--- config.mk ---
export PLATFORM = sky130hd
export DESIGN_NAME = muldiv_unit
export DESIGN_NICKNAME = d
export VERILOG_FILES = /design/src/rtl/muldiv_pkg.sv /design/src/rtl/muldiv_step.sv /design/src/rtl/muldiv_unit.sv
export SDC_FILE = /design/constraint.sdc
export NUM_CORES = 1
export LEC_CHECK = 0
export CAP_MARGIN = 25
export CORE_MARGIN = 2
export CORE_UTILIZATION = 55
export CTS_CLUSTER_SIZE = 30
export DETAILED_ROUTE_END_ITERATION = 12
export PLACE_DENSITY_LB_ADDON = 0.3
export SKIP_LAST_GASP = 1
export SLEW_MARGIN = 20
export SYNTH_ARGS = -nofsm -noshare
export SYNTH_HDL_FRONTEND = slang
export SYNTH_SLANG_ARGS = --single-unit
--- constraint.sdc ---
create_clock -name clk -period 6.4 [get_ports clk]
set_clock_uncertainty 0.05 [all_clocks]
set_input_delay 1.28 -clock clk [delete_from_list [all_inputs] [get_ports clk]]
set_output_delay 1.28 -clock clk [all_outputs]
set_load 0.1 [all_outputs]
--- src/rtl/muldiv_pkg.sv ---
// Shared types for the iterative multiply/divide unit: op encoding, FSM states
// and small op-classification helpers.
package muldiv_pkg;

  typedef enum logic [2:0] {
    OP_MUL    = 3'd0,
    OP_MULH   = 3'd1,
    OP_MULHSU = 3'd2,
    OP_MULHU  = 3'd3,
    OP_DIV    = 3'd4,
    OP_DIVU   = 3'd5,
    OP_REM    = 3'd6,
    OP_REMU   = 3'd7
  } op_e;

  typedef enum logic [1:0] {
    S_IDLE,
    S_BUSY,
    S_DONE
  } state_e;

  function automatic logic op_a_signed(input op_e op);
    return op inside {OP_MUL, OP_MULH, OP_MULHSU, OP_DIV, OP_REM};
  endfunction

  function automatic logic op_b_signed(input op_e op);
    return op inside {OP_MUL, OP_MULH, OP_DIV, OP_REM};
  endfunction

  function automatic logic op_is_div(input op_e op);
    return op inside {OP_DIV, OP_DIVU, OP_REM, OP_REMU};
  endfunction

  function automatic logic op_is_rem(input op_e op);
    return op inside {OP_REM, OP_REMU};
  endfunction

endpackage

--- src/rtl/muldiv_step.sv ---
// One radix-2 iteration on magnitudes: shift-add multiply or restoring divide.
// {hi,lo} is the product register (multiply) or {remainder, dividend/quotient} (divide).
module muldiv_step
  import muldiv_pkg::*;
#(
  parameter int unsigned XLEN = 32
) (
  input  logic            div_i,
  input  logic [XLEN-1:0] hi_i,
  input  logic [XLEN-1:0] lo_i,
  input  logic [XLEN-1:0] b_i,
  output logic [XLEN-1:0] hi_o,
  output logic [XLEN-1:0] lo_o
);

  logic [XLEN:0]   sum;
  logic [XLEN:0]   trial;
  logic [XLEN-1:0] sub;
  logic            ge;

  always_comb begin
    sum   = {1'b0, hi_i} + (lo_i[0] ? {1'b0, b_i} : '0);
    trial = {hi_i, lo_i[XLEN-1]};
    ge    = trial >= {1'b0, b_i};
    // remainder stays below the divisor, so the difference always fits XLEN bits
    sub   = trial[XLEN-1:0] - b_i;
    if (div_i) begin
      hi_o = ge ? sub : trial[XLEN-1:0];
      lo_o = {lo_i[XLEN-2:0], ge};
    end else begin
      hi_o = sum[XLEN:1];
      lo_o = {sum[0], lo_i[XLEN-1:1]};
    end
  end

endmodule

--- src/rtl/muldiv_unit.sv ---
// Iterative RV-style multiply/divide unit: one bit per cycle, valid/ready on both
// sides, sign handling and divide special cases resolved around the step datapath.
module muldiv_unit
  import muldiv_pkg::*;
#(
  parameter int unsigned XLEN  = 32,
  parameter int unsigned TAG_W = 5
) (
  input  logic             clk,
  input  logic             reset,
  input  logic             in_valid,
  output logic             in_ready,
  input  logic [2:0]       in_op,
  input  logic [XLEN-1:0]  in_a,
  input  logic [XLEN-1:0]  in_b,
  input  logic [TAG_W-1:0] in_tag,
  input  logic             flush,
  output logic             out_valid,
  input  logic             out_ready,
  output logic [XLEN-1:0]  out_result,
  output logic [TAG_W-1:0] out_tag
);

  localparam int unsigned    CNT_W   = $clog2(XLEN + 1);
  localparam logic [XLEN-1:0] MIN_NEG = {1'b1, {(XLEN-1){1'b0}}};

  state_e             state_q;
  op_e                op_q;
  logic [CNT_W-1:0]   cnt_q;
  logic [XLEN-1:0]    hi_q, lo_q, b_q, result_q;
  logic [TAG_W-1:0]   tag_q;
  logic               neg_q, negr_q;

  op_e                op_in;
  logic               a_neg, b_neg, in_div, in_rem, div_zero, div_ovf;
  logic [XLEN-1:0]    a_mag, b_mag, special_res;

  always_comb begin
    op_in       = op_e'(in_op);
    a_neg       = op_a_signed(op_in) & in_a[XLEN-1];
    b_neg       = op_b_signed(op_in) & in_b[XLEN-1];
    a_mag       = a_neg ? -in_a : in_a;
    b_mag       = b_neg ? -in_b : in_b;
    in_div      = op_is_div(op_in);
    in_rem      = op_is_rem(op_in);
    div_zero    = in_div && (in_b == '0);
    div_ovf     = (op_in == OP_DIV || op_in == OP_REM) && (in_a == MIN_NEG) && (in_b == '1);
    special_res = div_zero ? (in_rem ? in_a : '1) : (in_rem ? '0 : in_a);
  end

  logic [XLEN-1:0]   hi_n, lo_n, fin_res;
  logic [2*XLEN-1:0] prod;

  muldiv_step #(.XLEN(XLEN)) u_step (
    .div_i (op_is_div(op_q)),
    .hi_i  (hi_q),
    .lo_i  (lo_q),
    .b_i   (b_q),
    .hi_o  (hi_n),
    .lo_o  (lo_n)
  );

  // Sign correction applied to the step output on the final BUSY cycle.
  always_comb begin
    prod = {hi_n, lo_n};
    if (neg_q) prod = -prod;
    case (op_q)
      OP_MUL:                       fin_res = prod[XLEN-1:0];
      OP_MULH, OP_MULHSU, OP_MULHU: fin_res = prod[2*XLEN-1:XLEN];
      OP_DIV, OP_DIVU:              fin_res = neg_q ? -lo_n : lo_n;
      default:                      fin_res = negr_q ? -hi_n : hi_n;
    endcase
  end

  always_ff @(posedge clk) begin
    if (reset) begin
      state_q  <= S_IDLE;
      op_q     <= OP_MUL;
      cnt_q    <= '0;
      hi_q     <= '0;
      lo_q     <= '0;
      b_q      <= '0;
      result_q <= '0;
      tag_q    <= '0;
      neg_q    <= 1'b0;
      negr_q   <= 1'b0;
    end else if (flush) begin
      state_q <= S_IDLE;
      cnt_q   <= '0;
    end else begin
      case (state_q)
        S_IDLE: begin
          if (in_valid) begin
            op_q   <= op_in;
            tag_q  <= in_tag;
            neg_q  <= a_neg ^ b_neg;
            negr_q <= a_neg;
            if (div_zero || div_ovf) begin
              result_q <= special_res;
              state_q  <= S_DONE;
            end else begin
              // multiply keeps the multiplier in lo and the multiplicand in b
              hi_q    <= '0;
              lo_q    <= in_div ? a_mag : b_mag;
              b_q     <= in_div ? b_mag : a_mag;
              cnt_q   <= CNT_W'(XLEN);
              state_q <= S_BUSY;
            end
          end
        end
        S_BUSY: begin
          hi_q  <= hi_n;
          lo_q  <= lo_n;
          cnt_q <= cnt_q - 1'b1;
          if (cnt_q == CNT_W'(1)) begin
            result_q <= fin_res;
            state_q  <= S_DONE;
          end
        end
        S_DONE: begin
          if (out_ready) state_q <= S_IDLE;
        end
        default: state_q <= S_IDLE;
      endcase
    end
  end

  assign in_ready   = (state_q == S_IDLE);
  assign out_valid  = (state_q == S_DONE);
  assign out_result = result_q;
  assign out_tag    = tag_q;

endmodule
==> reports/metrics.yaml <==
crit_path_end_kind: "register"
grt_pass1_wl_um: 104000
cts_max_path_buffers: 2
grt_pass1_vias: 18123
cp-start-kind: "register"
tritoncts: "done"
yosysSeqAreaShare_pct: 18.0
worstPathMaxFanout: 11
cpMostUsedCell: "inv_1"
synth_nets: 2514
drc: 0
synth_cell_type_count: 89
slew_violations: 0
wl_per_cell_um: 24.8
ys_ff_latch: 146
yosys.area.top_type: "dfxtp_1"
grt_max_degree: 97
clkTransAtPathRegs_ns: 0.06
power.leakage_nw: 6.92
clock_latency_ns: 0.45
r2r-end: "out_result[20]"
finalHoldViolations: 0
slew_headroom_pct: 30.8
r2r-start: "b_q[6]"
cp_cell_sequence: "inv_1, ha_1, nand4_1, buf_4, nor4_2, nand4_1, and3_1, nand2_2, nand2_1, o211ai_1, o21ai_0, inv_1, ha_1, inv_1, or4b_4, or4b_1, or3_4, o21ai_2, xor2_1, a21oi_1, a2111oi_2"
dpl_cell_area_um2: 17700
final_antenna_net_count: 0
htree_levels: 4
cts_buffers: 17
critical-path-top-delay-family: "simple AND/OR/NAND/NOR gates"
synth-edff-count: 0
yosys.area_share.simple_pct: 25.7
numClockSinks: 146
synth_compound_area_share_pct: 32.5
synth_fa_ha_area_share_pct: 5.70
fin_setup_tns_ns: 0
max_freq_mhz: 161
cts-root-buf: "clkbuf_16"
hp-start: "out_result[5]"
crit_arrival_ns: 6.51
peakVddDrop_mv: 0.140
start_util_pct: 56.3
layout.nets: 2544
grt_usage_pct: 43.4
drive_gt1_share_pct: 6.49
cap_violations: 0
powerDensity_nw_per_um2: 181
hpwl_um: 53000
synthArstFlopShare_pct: 0
fin_crit_sh_pct: 97.1
hold_end: "out_result[5]"
worst_slew_pin_slew_ns: 1.03
nFillCells: 2653
rows: 62
required_ns: 6.69
drt-pass1-iter-count: 8
finalCriticalPeriod_ns: 6.22
synth_top_cell_area_share_pct: 18.0
crit_slowest_cell: "or4b_1"
final_util_pct: 63.3
syn_avg_cell_area_um2: 6.89
drt_iter0_drc: 2583
routed-via-count: 19476
synth_top_family_by_area: "compound AO/OA/AOI/OAI gates"
die_x_um: 176
synth_flop_cell: "dfxtp_1"
path_depth: 21
synth.area.top_cells: "dfxtp_1 (18%), a21oi_1 (7.3%), nor2_1 (6.1%)"
yosys_warnings: 0
synth.cell_area_um2: 16300
hold_class: "register to register"
core_area_um2: 28900
overflow: 0
io_buffers: 115
synthMuxAreaShare_pct: 3.36
reg2reg_depth: 21
io-pin-count: 116
postCtsHoldBufs: 0
worst-setup-path-type: "register to register"
cp_slowest_stage_delay_ns: 0.68
syn_to_final_growth_pct: 12.5
setup_viol: 0
syn_inst: 2364
antenna_found_initial: 3
die_h_um: 176
wirelength_um: 69300
stdcell_area_um2: 18300
status: "completed"
crit_buf_inv: 4
routed_via_density: 6.98
rrSetupSlack_ns: 0.18
synth_xor_area_share_pct: 8.82
die_area_um2: 31000
rsz0062_at_grt: "false"
place_congestion: 1.05
holdPathStages: 2
-- flip-flops by register name, indices dropped and copies added (netlist names) --
register / count
out_tag: 5
hi_q: 32
state_q: 2
lo_q: 32
b_q: 32
out_result: 32
neg_q: 1
op_q: 3
cnt_q: 6
negr_q: 1
-- cell families after synthesis --
| kind of cell | count (synthesis) |
|---|---|
| buffers and inverters | 244 |
| xor gates and xnor gates | 164 |
| AOI/OAI and AO/OA | 802 |
| DFF | 146 |
| muxes | 51 |
| adders and majority gates | 73 |
| and+or+nand+nor | 884 |
-- worst max-delay path by stage --
stage	start	to	slack, ns
finish	b_q[6]	out_result[20]	0.18
global route	b_q[6]	out_result[20]	0.04
global placement	b_q[6]	out_result[20]	0.11
detailed placement	b_q[6]	out_result[28]	0.07
CTS	b_q[6]	out_result[20]	0.03
floorplan	op_q[2]	out_result[20]	0.81
-- cell type report --
cell class | count | area [µm²] | share of cell area (%)
Sequential cell | 146 | 2930 | 16.0
Inverter | 83 | 312 | 1.70
Tap cell | 384 | 480 | 2.62
Timing Repair Buffer | 172 | 1580 | 8.64
Clock buffer | 18 | 429 | 2.34
Antenna cell | 2 | 5.00 | 0.0273
Multi-Input combinational cell | 1974 | 12400 | 67.8
Clock inverter | 12 | 156 | 0.853
-- what timing repair did --
item	CTS	global route
endpoints found under the hold margin	0	0
setup buffers	0	1
setup endpoints to repair	0	8
resized for setup	0	2
-- per-stage QoR --
| step | cells | hold WS, ns | setup WS (ns) | power [mW] |
|---|---|---|---|---|
| final | 2791 | 0.403 | 0.185 | 3.32 |
| after CTS | 2787 | 0.405 | 0.0330 | 3.26 |
| after global placement | 2756 | 0.393 | 0.110 | 2.20 |
| after global routing | 2789 | 0.428 | 0.0393 | 3.43 |
| after floorplan | 2364 | 0.390 | 0.806 | 1.81 |
| after detailed placement | 2757 | 0.397 | 0.0664 | 2.21 |
-- synthesized netlist by cell type, types with 33 or more instances --
cell      number
and2_1        43
dfxtp_1      146
a211oi_1      41
nand2_1      259
nor3_1        75
o21ai_0      155
o211ai_1      50
ha_1          71
inv_1         82
a22oi_1       33
nand3_1       50
nor2_1       263
nand4_1       35
xor2_1        66
clkbuf_1     125
xnor2_1       98
a21oi_1      237
-- power breakdown --
| group | internal (mW) | switching, mW | leakage (nW) |
|---|---|---|---|
| Clock | 0.612 | 0.453 | 0.283 |
| Sequential | 0.947 | 0.0481 | 1.19 |
| Combinational | 0.416 | 0.846 | 5.45 |
| Total | 1.97 | 1.35 | 6.92 |
-- cells in the final DEF, fill, tap and decap left out, types with 32 or more instances in the layout --
| master | synthesis | layout |
|---|---|---|
| a211oi_1 | 41 | 41 |
| a21oi_1 | 237 | 237 |
| a22oi_1 | 33 | 33 |
| and2_1 | 43 | 43 |
| buf_4 | 1 | 57 |
| clkdlybuf4s50_1 | 0 | 113 |
| dfxtp_1 | 146 | 144 |
| ha_1 | 71 | 71 |
| inv_1 | 82 | 82 |
| nand2_1 | 259 | 259 |
| nand3_1 | 50 | 50 |
| nand4_1 | 35 | 35 |
| nor2_1 | 263 | 260 |
| nor3_1 | 75 | 74 |
| o211ai_1 | 50 | 50 |
| o21ai_0 | 155 | 154 |
| o31ai_1 | 32 | 32 |
| xnor2_1 | 98 | 98 |
| xor2_1 | 66 | 66 |
-- routing by layer --
layer / wire length, µm / part of all wire [%] / GRT usage, % / vias up
met5: 0 / 0 / 0 / -
met4: 5230 / 7.6 / 29.1 / 0
met3: 7890 / 11 / 10.4 / 303
met2: 30300 / 44 / 68.4 / 1293
met1: 25800 / 37 / 52.4 / 9103
li1: - / - / - / 8777
-- worst min-delay path, stage by stage, from the launching register on --
cell,delay (ns)
dfxtp_1,0.31
nand2_1,0.05
a21oi_1,0.05
Note: power is estimated with default switching activity, not from simulation.
